`config.mk`:
```
export PLATFORM = sky130hd
export DESIGN_NAME = mult_arbiter_flat
export DESIGN_NICKNAME = d
export VERILOG_FILES = /design/src/rtl/mult_arbiter_if.sv /design/src/rtl/mult_arbiter.sv /design/src/flat_wrapper.sv
export SDC_FILE = /design/constraint.sdc
export NUM_CORES = 1
export LEC_CHECK = 0
export ABC_CLOCK_PERIOD_IN_PS = 1500
export CAP_MARGIN = 20
export CORE_UTILIZATION = 41
export DETAILED_ROUTE_END_ITERATION = 6
export GPL_TIMING_DRIVEN = 0
export PLACE_DENSITY = 0.87
export SETUP_SLACK_MARGIN = 0.4
export SLEW_MARGIN = 20
export SYNTH_ARGS = -nofsm -noshare
export SYNTH_HDL_FRONTEND = slang
export SYNTH_SLANG_ARGS = --single-unit
```
`constraint.sdc`:
```
create_clock -name clk -period 1.5 [get_ports clk]
set_input_delay 0.3 -clock clk [delete_from_list [all_inputs] [get_ports clk]]
set_output_delay 0.3 -clock clk [all_outputs]
set_load 0.02 [all_outputs]
```
`src/rtl/mult_arbiter_if.sv`:
```
// rtl/mult_arbiter_if.sv - requester and multiplier signal bundle for mult_arbiter
interface mult_arbiter_if #(
    parameter int WIDTH = 4
);
    logic                 req0;
    logic                 req1;
    logic [WIDTH-1:0]     a0;
    logic [WIDTH-1:0]     b0;
    logic [WIDTH-1:0]     a1;
    logic [WIDTH-1:0]     b1;
    logic                 gnt0;
    logic                 gnt1;
    logic                 done0;
    logic                 done1;
    logic                 err;
    logic [2*WIDTH-1:0]   result;
    logic                 busy;
    logic                 mult_start;
    logic [WIDTH-1:0]     mult_a;
    logic [WIDTH-1:0]     mult_b;
    logic                 mult_fin;
    logic [2*WIDTH-1:0]   mult_result;

    modport master (
        input  req0, req1, a0, b0, a1, b1, mult_fin, mult_result,
        output gnt0, gnt1, done0, done1, err, result, busy, mult_start, mult_a, mult_b
    );

    modport slave (
        output req0, req1, a0, b0, a1, b1, mult_fin, mult_result,
        input  gnt0, gnt1, done0, done1, err, result, busy, mult_start, mult_a, mult_b
    );
endinterface

```
`src/rtl/mult_arbiter.sv`:
```
// rtl/mult_arbiter.sv - round-robin sharing of one Booth multiplier between two requesters
module mult_arbiter #(
    parameter int WIDTH   = 4,
    parameter int TIMEOUT = 15,
    parameter int CNTW    = 4
) (
    input  logic          clk,
    input  logic          reset,
    mult_arbiter_if.master bus
);
    typedef enum logic [1:0] {S_IDLE, S_LOAD, S_WAIT, S_RESP} state_t;

    localparam logic [CNTW-1:0] CNT_LAST = CNTW'(TIMEOUT - 1);

    state_t             state;
    state_t             state_nx;
    logic               owner;
    logic               last_winner;
    logic               winner;
    logic               tmo;
    logic [CNTW-1:0]    cnt;
    logic [2*WIDTH-1:0] result_q;
    logic [WIDTH-1:0]   ma;
    logic [WIDTH-1:0]   mb;
    logic               gnt0_c;
    logic               gnt1_c;
    logic               done0_c;
    logic               done1_c;
    logic               err_c;
    logic               load_c;

    // On a tie the side that did not win last time goes first.
    always_comb begin
        winner = bus.req1;
        if (bus.req0 && bus.req1) begin
            winner = ~last_winner;
        end
    end

    always_ff @(posedge clk or posedge reset) begin
        if (reset) begin
            state <= S_IDLE;
        end else begin
            state <= state_nx;
        end
    end

    always_comb begin
        state_nx = state;
        gnt0_c   = 1'b0;
        gnt1_c   = 1'b0;
        done0_c  = 1'b0;
        done1_c  = 1'b0;
        err_c    = 1'b0;
        load_c   = 1'b0;
        case (state)
            S_IDLE: begin
                if (bus.req0 || bus.req1) begin
                    state_nx = S_LOAD;
                end
            end
            S_LOAD: begin
                load_c   = 1'b1;
                state_nx = S_WAIT;
            end
            S_WAIT: begin
                if (bus.mult_fin || (cnt == CNT_LAST)) begin
                    state_nx = S_RESP;
                end
            end
            S_RESP: begin
                done0_c  = ~owner;
                done1_c  = owner;
                err_c    = tmo;
                state_nx = S_IDLE;
            end
            default: state_nx = S_IDLE;
        endcase
        if (state != S_IDLE) begin
            gnt0_c = ~owner;
            gnt1_c = owner;
        end
    end

    always_ff @(posedge clk or posedge reset) begin
        if (reset) begin
            owner       <= 1'b0;
            last_winner <= 1'b1;
            cnt         <= '0;
            tmo         <= 1'b0;
            result_q    <= '0;
            ma          <= '0;
            mb          <= '0;
        end else begin
            case (state)
                S_IDLE: begin
                    if (bus.req0 || bus.req1) begin
                        owner <= winner;
                        ma    <= winner ? bus.a1 : bus.a0;
                        mb    <= winner ? bus.b1 : bus.b0;
                    end
                end
                S_LOAD: cnt <= '0;
                S_WAIT: begin
                    cnt <= cnt + 1'b1;
                    // A finish arriving on the last allowed cycle still wins over the timeout.
                    if (bus.mult_fin) begin
                        result_q <= bus.mult_result;
                        tmo      <= 1'b0;
                    end else if (cnt == CNT_LAST) begin
                        result_q <= '0;
                        tmo      <= 1'b1;
                    end
                end
                S_RESP: last_winner <= owner;
                default: ;
            endcase
        end
    end

    // The multiplier FSM is held cleared for the whole of reset, not just in LOAD.
    assign bus.mult_start = reset | load_c;
    assign bus.mult_a     = ma;
    assign bus.mult_b     = mb;
    assign bus.result     = result_q;
    assign bus.busy       = (state != S_IDLE);
    assign bus.gnt0       = gnt0_c;
    assign bus.gnt1       = gnt1_c;
    assign bus.done0      = done0_c;
    assign bus.done1      = done1_c;
    assign bus.err        = err_c;
endmodule

```
`src/flat_wrapper.sv`:
```
// flat-port wrapper written by rule: the top's interface ports become plain ports
module mult_arbiter_flat 
#(
    parameter int WIDTH   = 4,
    parameter int TIMEOUT = 15,
    parameter int CNTW    = 4
)
  (clk, reset, bus_req0, bus_req1, bus_a0, bus_b0, bus_a1, bus_b1, bus_mult_fin, bus_mult_result, bus_gnt0, bus_gnt1, bus_done0, bus_done1, bus_err, bus_result, bus_busy, bus_mult_start, bus_mult_a, bus_mult_b);
  mult_arbiter_if #(.WIDTH(WIDTH)) bus_i ();
  input  logic clk;
  input  logic reset;
  input wire logic [$bits(bus_i.req0)-1:0] bus_req0;
  input wire logic [$bits(bus_i.req1)-1:0] bus_req1;
  input wire logic [$bits(bus_i.a0)-1:0] bus_a0;
  input wire logic [$bits(bus_i.b0)-1:0] bus_b0;
  input wire logic [$bits(bus_i.a1)-1:0] bus_a1;
  input wire logic [$bits(bus_i.b1)-1:0] bus_b1;
  input wire logic [$bits(bus_i.mult_fin)-1:0] bus_mult_fin;
  input wire logic [$bits(bus_i.mult_result)-1:0] bus_mult_result;
  output wire logic [$bits(bus_i.gnt0)-1:0] bus_gnt0;
  output wire logic [$bits(bus_i.gnt1)-1:0] bus_gnt1;
  output wire logic [$bits(bus_i.done0)-1:0] bus_done0;
  output wire logic [$bits(bus_i.done1)-1:0] bus_done1;
  output wire logic [$bits(bus_i.err)-1:0] bus_err;
  output wire logic [$bits(bus_i.result)-1:0] bus_result;
  output wire logic [$bits(bus_i.busy)-1:0] bus_busy;
  output wire logic [$bits(bus_i.mult_start)-1:0] bus_mult_start;
  output wire logic [$bits(bus_i.mult_a)-1:0] bus_mult_a;
  output wire logic [$bits(bus_i.mult_b)-1:0] bus_mult_b;
  assign bus_i.req0 = bus_req0;
  assign bus_i.req1 = bus_req1;
  assign bus_i.a0 = bus_a0;
  assign bus_i.b0 = bus_b0;
  assign bus_i.a1 = bus_a1;
  assign bus_i.b1 = bus_b1;
  assign bus_i.mult_fin = bus_mult_fin;
  assign bus_i.mult_result = bus_mult_result;
  assign bus_gnt0 = bus_i.gnt0;
  assign bus_gnt1 = bus_i.gnt1;
  assign bus_done0 = bus_i.done0;
  assign bus_done1 = bus_i.done1;
  assign bus_err = bus_i.err;
  assign bus_result = bus_i.result;
  assign bus_busy = bus_i.busy;
  assign bus_mult_start = bus_i.mult_start;
  assign bus_mult_a = bus_i.mult_a;
  assign bus_mult_b = bus_i.mult_b;
  mult_arbiter #(.WIDTH(WIDTH), .TIMEOUT(TIMEOUT), .CNTW(CNTW)) u_core (.clk(clk), .reset(reset), .bus(bus_i));
endmodule
```
==> results_dict.tcl, run 1 <==
set metrics [dict create \
    clkTransAtPathRegs_ns 0.14 \
    antenna_found_initial 0 \
    ctsHoldBuffers 0 \
    rsz0062_at_grt "true" \
    powerDensity_nw_per_um2 2130 \
    seqPwrFrac_pct 26.0 \
    syn_avg_cell_area_um2 11.4 \
    dp_cells 185 \
    die_x_um 55.6 \
    ys_async_sr_fraction_pct 100 \
    hold_path.class "in -> async" \
    cts.htree.levels 1 \
    violations "setup timing" \
    layout-drive-gt1-share_pct 52.6 \
    max_slew_margin_pct 62.9 \
    reg2reg_from "u_core.state[0]$_DFFE_PP0P_" \
    routed_wl_um 4130 \
    grt_pass1_wl_um 5710 \
    route.detailed.drc 0 \
    cts_tree "built" \
    synth_cell_type_count 27 \
    grt_max_degree 26 \
    status "finished with violations" \
    ir_drop_mv 1.62 \
    combPwrFrac_pct 67.3 \
    clk_latency_ns 0.33 \
    reg2regPathDepth 8 \
    worst_slack_ns -0.214 \
    fin_area_um2 2260 \
    hold_viol_final 0 \
    vias_per_cell 5.33 \
    p_clk_share_pct 6.7 \
    grt_pass1_vias 1175 \
    syn_to_final_growth_pct 92.2 \
    worstPathMaxFanout 4 \
    end_kind "output port" \
    start_util_pct 43.0 \
    critPathLaunchType "register" \
    crit_chain "inv_4, ha_4, and2b_2, buf_6" \
    drt_iter0_drc 36 \
    first_pass_iters 4 \
    dpl.hpwl_um 2180 \
    cp.arrival_ns 1.41 \
    postPlaceCellArea_um2 1760 \
    min_period_ns 1.71 \
    dieArea_um2 3090 \
    boundaryPins 52 \
    antenna_left 0 \
    syn_area_um2 1180 \
    path_class "reg -> out" \
    core_area_um2 2730 \
    cts_inserted_buffers 3 \
    p_leak_nw 1.09 \
    internal_power_mw 2.87 \
    synth_seq_cells 25 \
    nFillCells 141 \
    syn-instance-count 103 \
    syn-num-nets 138 \
    finalCritPeriodShare_pct 114 \
    vias 1189 \
    n_antenna_cell 0 \
    max_freq_mhz 583 \
    gp_congestion 0.738 \
    maxCapViolations 0 \
    clock_sinks 25 \
    cts_buffer_depth 2 \
    layout.cells.non_filler 223 \
    setup_violations 19 \
    synth_ff_type "dfrtp_1" \
    tightestPinTransition_ns 0.555 \
    gr-total-overflow 0 \
    die_h_um 55.6 \
    yosysWarnings 0 \
    r2r_setup_slack_ns -0.10 \
    synth_edf_count 0 \
    max_stage_delay_ns 0.49 \
    fp-row-count 19 \
    finClkSkew_ns 0.00166 \
    wl_per_cell_um 18.5 \
    io_buffers 51 \
    yosysSeqAreaShare_pct 53.3 \
    cts_root_buffer "clkbuf_4" \
    switching_share_pct 40.4 \
    timing.rr.end "u_core.bus.result[6]$_DFFE_PP0P_" \
    num-nets-final 228 \
    worst_ep_required_time_ns 1.20 \
    grt_use_total_pct 24.0 \
    power.switching_mw 1.95 \
    slowest_stage "dfrtp_2" \
    slew_viol_final 0 \
]
layer usage:
layer / share of wire, % / vias to the layer above / GRT usage, %
met2: 52 / 48 / 40.8
met4: 3.5 / 0 / 11.8
met5: 0 / - / 0
li1: - / 538 / -
met1: 40 / 589 / 28.7
met3: 4.7 / 14 / 5.15
worst max-delay path by stage:
stage	from	end	slack [ns]	cells past startpoint
2_1_floorplan	u_core.state[1]$_DFFE_PP0P_	u_core.state[0]$_DFFE_PP0P_	0.21	5
3_3_place_gp	reset	bus_mult_start	-0.29	3
3_5_place_dp	reset	bus_mult_start	-0.30	3
4_1_cts	u_core.state[0]$_DFFE_PP0P_	bus_done0	-0.21	3
5_1_grt	u_core.state[0]$_DFFE_PP0P_	bus_gnt1	-0.27	4
6_report	u_core.state[1]$_DFFE_PP0P_	bus_gnt1	-0.21	4
layout make-up:
type                    instances  area [um^2]  area share [%]
well taps                      31         38.8            1.72
multi-input cells              68          661            29.2
flip-flops and latches         25          629            27.8
repair buffers                 85          833            36.9
inverters                       7         37.5            1.66
clock buffers                   3         22.5           0.996
clock inverters                 1         5.00           0.221
plain buffers                   3         33.8            1.49
kinds of logic (layout without fill, tap and decap cells):
kind of cell	count (synthesis)	count (layout)	share of synthesized area [%]
AOI/OAI and AO/OA	27	27	16.5
and+or+nand+nor	23	23	9.47
DFF	25	25	53.3
adders and majority gates	6	6	6.38
muxes	12	12	10.3
buffers and inverters	10	99	4.04
power groups by stage:
stage / sequential (mW) / combinational [mW] / clock [mW]
2_1_floorplan: 1.41 / 0.941 / 0
3_3_place_gp: 1.17 / 1.97 / 0
3_5_place_dp: 1.20 / 2.01 / 0
4_1_cts: 1.20 / 2.68 / 0.315
5_1_grt: 1.28 / 3.40 / 0.351
6_report: 1.25 / 3.25 / 0.321
Yosys cell counts, types with 2 or more instances:
master,n,area share [%]
nor2_1,2,0.64
buf_2,2,0.85
and2_1,3,1.6
mux2i_1,11,9.4
a22o_1,9,6.7
dfrtp_1,24,51
o21ai_1,10,4.3
inv_1,6,1.9
nand2_1,11,3.5
o21ai_2,2,1.5
a21oi_1,2,0.85
ha_1,6,6.4
timing repair:
item	4_1_cts	5_1_grt
endpoints found under the setup margin	72	48
cloned	2	0
gates resized for setup	156	34
buffers inserted	20	12
pin swaps	16	12
per-stage QoR:
stage / total power [mW] / util (%) / setup slack, ns / setup TNS [ns] / hold WS, ns
6_report: 4.82 / 82.7 / -0.214 / -1.75 / 0.372
3_5_place_dp: 3.21 / 64.3 / -0.297 / -2.95 / 0.480
2_1_floorplan: 2.35 / - / 0.211 / 0 / 0.327
3_3_place_gp: 3.13 / 64.3 / -0.292 / -1.68 / 0.469
5_1_grt: 5.03 / 82.7 / -0.267 / -2.71 / 0.401
4_1_cts: 4.20 / 75.6 / -0.212 / -1.58 / 0.396
flip-flops by register name (all words and copies together), names as in the netlist:
name,flops
u_core.bus.mult_a,4
u_core.bus.result,8
u_core.cnt,4
u_core.state,2
u_core.tmo,1
u_core.last_winner,1
u_core.owner,1
u_core.bus.mult_b,4
critical path: cells and delay by family (launching register included):
kind / cells / cell delay (ns)
buffers and inverters: 2 / 0.22
AND/OR/NAND/NOR: 1 / 0.22
flip-flops: 1 / 0.49
adder cells (fa/ha/maj): 1 / 0.15
cell usage in the layout (no fill, tap or decap), types with 4 or more instances in the layout:
master,instances
a22o_1,9
buf_4,23
buf_6,37
clkdlybuf4s50_1,26
dfrtp_1,22
mux2i_1,11
nand2_1,4
nand2_2,5
o21ai_1,6
o21ai_2,4
Note: power is estimated with default switching activity, not from simulation.
==> inputs of run 2 (changes only) <==
--- a/config.mk
+++ b/config.mk
@@ -6,11 +6,12 @@
 export NUM_CORES = 1
 export LEC_CHECK = 0
 export ABC_CLOCK_PERIOD_IN_PS = 1500
-export CAP_MARGIN = 20
 export CORE_UTILIZATION = 41
+export CTS_CLUSTER_DIAMETER = 30
 export DETAILED_ROUTE_END_ITERATION = 6
 export GPL_TIMING_DRIVEN = 0
 export PLACE_DENSITY = 0.87
+export RECOVER_POWER = 25
 export SETUP_SLACK_MARGIN = 0.4
 export SLEW_MARGIN = 20
 export SYNTH_ARGS = -nofsm -noshare
==> run 2 against run 1 <==
Net effect:
- the flow still finishes with violations (setup timing)
- combinational power about the same
- clock skew unchanged
- via count did not move
- die area stayed put
- sequential share of layout area unchanged
- first-iteration DRC count stayed put
- power about the same
- clock power is essentially flat
- worst setup slack stayed put
- sequential power about the same
- flip-flop and latch count unchanged
- highest routed layer unchanged
==> results_dict.tcl, run 2 (synthesized netlist as in run 1, its figures left out) <==
set metrics [dict create \
    worst_slack_ns -0.214 \
    slowest_stage "dfrtp_2" \
    setup_tns_ns -1.75 \
    core_area_um2 2730 \
    violations "setup timing" \
    rsz0062_at_grt "true" \
    ctsHoldBuffers 0 \
    cts_inserted_buffers 3 \
    powerDensity_nw_per_um2 2130 \
    num-nets-final 228 \
    largest_register_ffs 8 \
    cp.arrival_ns 1.41 \
    fp-row-count 19 \
    route.detailed.drc 0 \
    grt_pass1_wl_um 5710 \
    clk_latency_ns 0.33 \
    top_layer_used "met4" \
    grt_max_degree 26 \
    worstPathMaxFanout 4 \
    start_util_pct 43.0 \
    grt_pass1_vias 1175 \
    finalCritPeriodShare_pct 114 \
    fin_area_um2 2260 \
    grt_use_total_pct 24.0 \
    finClkSkew_ns 0.00166 \
    n_antenna_cell 0 \
    final_common_cell "buf_6" \
    internal_power_mw 2.87 \
    ir_drop_mv 1.62 \
    final_core_util_pct 82.7 \
    antenna_left 0 \
    crit_chain "inv_4, ha_4, and2b_2, buf_6" \
    routed_wl_um 4130 \
    wl_per_cell_um 18.5 \
    die_h_um 55.6 \
    wl_met2_um 2150 \
    gr-total-overflow 0 \
    clkTransAtPathRegs_ns 0.14 \
    die_x_um 55.6 \
    hold_viol_final 0 \
    io_buffers 51 \
    critPathLaunchType "register" \
    power.switching_mw 1.95 \
    boundaryPins 52 \
    max_slew_margin_pct 62.9 \
    p_leak_nw 1.09 \
    cts_root_buffer "clkbuf_4" \
    gp_congestion 0.738 \
    dieArea_um2 3090 \
    cts_tree "built" \
    dpl.hpwl_um 2180 \
    combPwrFrac_pct 67.3 \
    seqPwrFrac_pct 26.0 \
    clock_sinks 25 \
    first_pass_iters 4 \
    total_power_mw 4.82 \
    wl_met3_um 196 \
    final_cell_mix "buf_6, clkdlybuf4s50_1, buf_4" \
    drt_iter0_drc 36 \
    end_kind "output port" \
    hold_path.class "in -> async" \
    max_freq_mhz 583 \
    syn_to_final_growth_pct 92.2 \
    slew_viol_final 0 \
    setup_violations 19 \
    cts_buffer_depth 2 \
    wl_met1_um 1640 \
    switching_share_pct 40.4 \
    vias_per_cell 5.33 \
    status "finished with violations" \
    antenna_found_initial 0 \
    postPlaceCellArea_um2 1760 \
    maxCapViolations 0 \
    max_stage_delay_ns 0.49 \
    tightestPinTransition_ns 0.555 \
    min_period_ns 1.71 \
    p_clk_share_pct 6.7 \
    cts.htree.levels 1 \
    path_class "reg -> out" \
    layout-drive-gt1-share_pct 52.6 \
    worst_ep_required_time_ns 1.20 \
    vias 1189 \
]
run 2: what timing repair did:
action	4_1_cts	5_1_grt
setup endpoints to repair	72	48
gates cloned	2	0
buffers inserted	20	12
resized for setup	156	34
pin swaps	16	12
run 2: path summary, 6_finish.rpt:
check	endpoint	cells past startpoint	slack, ns	start
max	bus_gnt1	4	-0.21	u_core.state[1]$_DFFE_PP0P_
min	u_core.bus.mult_b[3]$_DFFE_PP0P_	2	0.49	reset
max reg2reg	u_core.bus.result[6]$_DFFE_PP0P_	8	-0.10	u_core.state[0]$_DFFE_PP0P_
min reg2reg	u_core.bus.mult_a[3]$_DFFE_PP0P_	2	0.53	u_core.bus.mult_a[3]$_DFFE_PP0P_
max in group asynchronous	u_core.state[0]$_DFFE_PP0P_	2	0.66	reset
min in group clk	u_core.bus.mult_a[3]$_DFFE_PP0P_	2	0.53	u_core.bus.mult_a[3]$_DFFE_PP0P_
run 2: power groups by stage:
| stage | Combinational (mW) | Sequential (mW) | Clock (mW) |
|---|---|---|---|
| 5_1_grt | 3.40 | 1.28 | 0.351 |
| 6_report | 3.25 | 1.25 | 0.321 |
| 3_3_place_gp | 1.97 | 1.17 | 0 |
| 4_1_cts | 2.68 | 1.20 | 0.315 |
| 2_1_floorplan | 0.941 | 1.41 | 0 |
| 3_5_place_dp | 2.01 | 1.20 | 0 |
run 2: routing by layer:
| layer | vias up | GRT usage (%) |
|---|---|---|
| li1 | 538 | - |
| met1 | 589 | 28.7 |
| met2 | 48 | 40.8 |
| met3 | 14 | 5.15 |
| met4 | 0 | 11.8 |
| met5 | - | 0 |
run 2: layout make-up:
type	instances	area, um^2
repair buffers	85	833
fillers	141	473
well taps	31	38.8
clock inverters	1	5.00
flip-flops and latches	25	629
clock buffers	3	22.5
inverters	7	37.5
multi-input cells	68	661
plain buffers	3	33.8
run 2: through the flow:
| step | setup WS [ns] | hold slack (ns) | instances |
|---|---|---|---|
| after floorplan | 0.211 | 0.327 | 103 |
| after global placement | -0.292 | 0.469 | 185 |
| after detailed placement | -0.297 | 0.480 | 185 |
| after CTS | -0.212 | 0.396 | 211 |
| after global routing | -0.267 | 0.518 | 223 |
| final | -0.214 | 0.493 | 223 |
run 2: worst max-delay path: cells and delay by family, from the launching register on:
family	cells	cell delay (ns)
buf+inv	2	0.22
fa+ha+maj	1	0.15
flops	1	0.49
simple gates	1	0.22
==> inputs of run 3 (changes only) <==
--- a/config.mk
+++ b/config.mk
@@ -5,7 +5,7 @@
 export SDC_FILE = /design/constraint.sdc
 export NUM_CORES = 1
 export LEC_CHECK = 0
-export ABC_CLOCK_PERIOD_IN_PS = 1500
+export ABC_CLOCK_PERIOD_IN_PS = 1600
 export CORE_UTILIZATION = 41
 export CTS_CLUSTER_DIAMETER = 30
 export DETAILED_ROUTE_END_ITERATION = 6
==> constraint.sdc (replaced) <==
create_clock -name clk -period 1.6 [get_ports clk]
set_input_delay 0.32 -clock clk [delete_from_list [all_inputs] [get_ports clk]]
set_output_delay 0.32 -clock clk [all_outputs]
set_load 0.02 [all_outputs]
==> run 3 against run 2 <==
Net effect:
- critical endpoint is now bus_mult_start
- the flow still finishes with violations (setup timing)
- highest routed layer unchanged
- final area shrank 2.3%
- sequential share of layout area increased by 0.55 points
- first-iteration DRC count decreased by 39%
- flip-flop and latch count unchanged
==> results_dict.tcl, run 3 (synthesized netlist as in run 1, its figures left out) <==
set metrics [dict create \
    slew_viol_final 0 \
    gr-total-overflow 0 \
    hold_path.class "reg -> reg" \
    gp_congestion 0.764 \
    violations "setup timing" \
    rsz0062_at_grt "true" \
    p_leak_nw 1.07 \
    core_area_um2 2730 \
    regArea_um2 627 \
    final_cell_mix "buf_6, buf_4, clkdlybuf4s50_1" \
    postPlaceCellArea_um2 1750 \
    cp.arrival_ns 1.44 \
    path_class "reg -> out" \
    clock_sinks 25 \
    n_antenna_cell 0 \
    wl_per_cell_um 17.2 \
    max_freq_mhz 567 \
    top_layer_used "met4" \
    cp_common_cell "buf_6" \
    cts_root_buffer "clkbuf_4" \
    worst_slack_ns -0.162 \
    fp-row-count 19 \
    finalCritPeriodShare_pct 110 \
    largest_register_ffs 8 \
    route.detailed.drc 0 \
    start_util_pct 43.0 \
    holdCritStartpoint "u_core.tmo$_DFFE_PP0P_" \
    finClkSkew_ns 0.00699 \
    nFillCells 169 \
    maxCapViolations 0 \
    die_x_um 55.6 \
    hold_ws_ns 0.535 \
    antenna_left 0 \
    cts_tree "built" \
    max_slew_margin_pct 35.9 \
    fin_area_um2 2210 \
    worst_ep_required_time_ns 1.28 \
    setup_violations 7 \
    cts_buffer_depth 2 \
    status "finished with violations" \
    vias 1178 \
    clkTransAtPathRegs_ns 0.14 \
    wl_met3_um 231 \
    grt_max_degree 26 \
    cts_inserted_buffers 3 \
    ctsHoldBuffers 0 \
    wl_met1_um 1520 \
    first_pass_iters 4 \
    min_period_ns 1.76 \
    crit_buf_inv 2 \
    end_kind "output port" \
    crit_chain "buf_6, ha_4, or2_4, buf_6" \
    critPathLaunchType "register" \
    routed_wl_um 3860 \
    dieArea_um2 3090 \
    num-nets-final 230 \
    syn_to_final_growth_pct 87.8 \
    final_common_cell "buf_6" \
    reg2reg_from "u_core.state[1]$_DFFE_PP0P_" \
    drt_iter0_drc 22 \
    cp-startpoint "u_core.state[0]$_DFFE_PP0P_" \
    multi_input_area_um2 633 \
    grt_pass1_vias 1228 \
    boundaryPins 52 \
    cts.htree.levels 1 \
    io_buffers 51 \
    slowest_stage "dfrtp_1" \
    die_h_um 55.6 \
    dpl.hpwl_um 2110 \
    grt_pass1_wl_um 5870 \
    hold_viol_final 0 \
    powerDensity_nw_per_um2 2010 \
    clk_latency_ns 0.34 \
    ir_drop_mv 1.71 \
    antenna_found_initial 0 \
    max_stage_delay_ns 0.44 \
    layout-drive-gt1-share_pct 51.5 \
    tightestPinTransition_ns 0.960 \
    critPathTopFamily "flip-flops" \
    wl_met2_um 2040 \
    worstPathMaxFanout 3 \
    grt_use_total_pct 24.8 \
    vias_per_cell 5.24 \
]
[run 3: path summary, 6_finish.rpt]
check / slack (ns) / endpoint / cells past startpoint
worst min register to register: 0.53 / u_core.tmo$_DFFE_PP0P_ / 2
max in group asynchronous: 0.48 / u_core.bus.mult_b[1]$_DFFE_PP0P_ / 2
worst max register to register: 0.06 / u_core.state[1]$_DFFE_PP0P_ / 6
worst min-delay path: 0.53 / u_core.tmo$_DFFE_PP0P_ / 2
worst max-delay path: -0.16 / bus_mult_start / 4
min in group asynchronous: 0.54 / u_core.bus.result[1]$_DFFE_PP0P_ / 2
[run 3: metrics by stage]
step | power, mW | worst slack, ns | setup TNS (ns) | cells | utilization [%]
final | 4.44 | -0.162 | -0.803 | 225 | 80.8
after global routing | 4.66 | -0.203 | -1.10 | 225 | 80.8
after CTS | 3.99 | -0.106 | -0.489 | 214 | 76.2
after detailed placement | 2.97 | -0.222 | -1.15 | 185 | 64.0
after global placement | 2.89 | -0.216 | -0.605 | 185 | 64.0
after floorplan | 2.18 | 0.311 | 0 | 103 | -
[run 3: where the power goes]
| group | total (mW) | internal [mW] | switching (mW) |
|---|---|---|---|
| Combinational | 2.98 | 1.66 | 1.33 |
| Sequential | 1.15 | 0.913 | 0.241 |
| Clock | 0.302 | 0.0984 | 0.204 |
[run 3: repair_timing]
action,CTS,global route
gates resized for setup,165,15
endpoints found under the setup margin,44,70
buffers inserted,22,11
cloned,3,0
pin swaps,8,9
[run 3: worst register-to-register path, stage by stage, from the launching register on]
cell	delay (ns)
dfrtp_1	0.45
buf_4	0.15
buf_6	0.11
ha_4	0.18
nand2b_1	0.09
o32a_1	0.21
mux2i_2	0.28
[run 3: area by class of cell]
type	instances	area share (%)
tap	31	1.76
buffer	3	1.53
sequential	25	28.4
clock buffer	4	1.19
inverter	7	1.30
timing repair buffer	87	37.2
multi-input combinational	68	28.7
[run 3: per-layer routing]
metal / track usage (%) / up-vias
met5: 0 / -
met2: 45.3 / 51
met1: 28.4 / 579
li1: - / 543
met3: 5.15 / 5
met4: 8.93 / 0
==> RTL edit, RTL diff (config.mk and constraints of run 3) <==
`WIDTH` is set to 4 in 3 places; all go to 6.
--- a/src/rtl/mult_arbiter_if.sv
+++ b/src/rtl/mult_arbiter_if.sv
@@ -1,6 +1,6 @@
 // rtl/mult_arbiter_if.sv - requester and multiplier signal bundle for mult_arbiter
 interface mult_arbiter_if #(
-    parameter int WIDTH = 4
+    parameter int WIDTH = 6
 );
     logic                 req0;
     logic                 req1;
--- a/src/rtl/mult_arbiter.sv
+++ b/src/rtl/mult_arbiter.sv
@@ -1,6 +1,6 @@
 // rtl/mult_arbiter.sv - round-robin sharing of one Booth multiplier between two requesters
 module mult_arbiter #(
-    parameter int WIDTH   = 4,
+    parameter int WIDTH   = 6,
     parameter int TIMEOUT = 15,
     parameter int CNTW    = 4
 ) (
--- a/src/flat_wrapper.sv
+++ b/src/flat_wrapper.sv
@@ -1,7 +1,7 @@
 // flat-port wrapper written by rule: the top's interface ports become plain ports
 module mult_arbiter_flat 
 #(
-    parameter int WIDTH   = 4,
+    parameter int WIDTH   = 6,
     parameter int TIMEOUT = 15,
     parameter int CNTW    = 4
 )
Ports: changed (8 resized); port bits go from 52 to 72. The function was not compared with the original's and may differ.
==> RTL edit against run 3 <==
The run still ends with setup timing left. Critical path type unchanged. Via count grew 34%. Routed wire length grew 59%. Utilization grew 6.0 points. Cell area grew 34%. Non-clock buffer count grew 23. Sequential cell count grew 8. Setup slack gained 46 ps. Maximum frequency grew 2.7%. Area after synthesis grew 27%. Total power grew 37%.
==> RTL edit: results (changes against run 3) <==
RUN STATUS
----------------------------------------------------------------------------------
Result of the run ................................................... complete, but fails checks
Failing checks ...................................................... setup timing

PWR
----------------------------------------------------------------------------------
Portion of total power attributed to sequential cells ...............        26.4%   +0.4 points
Total power per unit cell area ...................................... 2050 nW/um^2   +1.8%
Cell-internal power .................................................      3.55 mW   +33%
VDD IR max ..........................................................      1.41 mV   -17%
Power attributed to the clock group .................................       500 uW   +66%
Static Leakage ......................................................      1.40 nW   +31%

STA
----------------------------------------------------------------------------------
Final count of negative-setup-slack endpoints .......................            8   +1
Final Skew ..........................................................      6.99 ps   +0.00241 ps
Worst hold slack across all endpoints ...............................       542 ps   +7.36 ps
Setup TNS Final .....................................................      -570 ps   +233 ps
PnR worst setup slack ...............................................      -116 ps   +46.1 ps
Slew @ Worst Pin ....................................................       698 ps   -262 ps

LAYOUT
----------------------------------------------------------------------------------
Fill cell count .....................................................          146   -14%
Total number of nets in the final design ............................          291   +27%
Flip-flop count of the largest register, all copies and words added .           12   +4

CRITICAL PATH
----------------------------------------------------------------------------------
Worst-case reg-to-reg path depth ....................................            5   -1
Register-to-register setup slack ....................................       -30 ps   -90 ps
Standard cell with the maximum stage delay on the critical path ..... sky130_fd_sc_hd__dfrtp_2
Crit-path max FO ....................................................            4   +1
Delay of the slowest cell on the worst path .........................       500 ps   +60 ps

CLOCK TREE
----------------------------------------------------------------------------------
Number of levels in the clock H-tree ................................            2   +1
TritonCTS buffer count ..............................................            5   +2
Clk pin slew, worst setup/hold paths ................................       110 ps   -30 ps

ROUTING
----------------------------------------------------------------------------------
Violation count after the first detailed-route iteration ............           60   +170%
Number of vias per cell after detailed routing ......................         5.41   +3.2%

SYNTH
----------------------------------------------------------------------------------
Most frequent cells after synthesis ................................. sky130_fd_sc_hd__dfrtp_1, sky130_fd_sc_hd__o21ai_0, sky130_fd_sc_hd__nand2_1
Synth cell types ....................................................           31   +15%
Top post-synthesis cells by area .................................... sky130_fd_sc_hd__dfrtp_1, sky130_fd_sc_hd__mux2i_1, sky130_fd_sc_hd__a22o_1
Synthesized Nets ....................................................          177   +28%
Syn avg cell area ...................................................   11.5 sq um   +0.47%
Share of synthesized area spent on multiplexers .....................        10.5%   +0.17 points
Post-Synth Adder-Cell Area ..........................................        5.03%   -1.3 points

GLOBAL ROUTE
----------------------------------------------------------------------------------
Wire length of the first global-routing pass ........................      7780 um   +32%
Pin count of the biggest net entering global routing ................           34   +31%
Number of global-route vias before repair ...........................        1,548   +26%
Global router's overall resource usage ..............................        27.1%   +2.3 points

PLACEMENT
----------------------------------------------------------------------------------
Dpl hpwl ............................................................      3020 um   +43%
Cell Area, Placed ...................................................   2350 sq um   +35%
IO buf count ........................................................           71   +39%
Cell Count Post-Placement ...........................................          247   +34%
Global placement routability congestion .............................        0.806   +5.6%

[RTL edit: cell types whose count changed in the layout (fill, tap and decap cells not counted), moves of 3 or more]
cell | run 3 | this run
sky130_fd_sc_hd__dfrtp_1 | 24 | 30
sky130_fd_sc_hd__buf_6 | 31 | 42
sky130_fd_sc_hd__clkdlybuf4s50_1 | 26 | 37
sky130_fd_sc_hd__buf_4 | 29 | 26
sky130_fd_sc_hd__o21ai_2 | 2 | 5
sky130_fd_sc_hd__buf_8 | 0 | 4
sky130_fd_sc_hd__a22o_1 | 9 | 12
[RTL edit: cell type report]
type	instances	area, sq um	area share [%]
Timing Repair Buffer	107	1060	35.8
Multi-Input combinational cell	84	842	28.4
Sequential cell	33	830	28.0
Buffer	6	83.8	2.83
Tap cell	46	57.6	1.94
Clock buffer	5	37.5	1.27
Inverter	7	33.8	1.14
Clock inverter	3	17.5	0.591
[RTL edit: what timing repair did]
| action | 4_1_cts | 5_1_grt |
|---|---|---|
| cloned | 3 | 0 |
| buffers inserted | 19 | 14 |
| setup endpoints to repair | 62 | 62 |
| gates resized for setup | 215 | 40 |
| pin swaps | 16 | 5 |
[RTL edit: cells by family after synthesis]
logic type      count (synthesis)
fa+ha+maj                       6
mux                            15
simple gates                   28
buf+inv                        13
flops                          33
compound gates                 35
[RTL edit: per-layer routing]
| layer | share of wire (%) | GRT usage (%) | wire (um) | vias up |
|---|---|---|---|---|
| met4 | 4.6 | 13.4 | 280 | 0 |
| li1 | - | - | - | 687 |
| met2 | 53 | 47.4 | 3230 | 80 |
| met5 | 0 | 0 | 0 | - |
| met1 | 36 | 29.8 | 2230 | 776 |
| met3 | 6.2 | 8.27 | 380 | 30 |
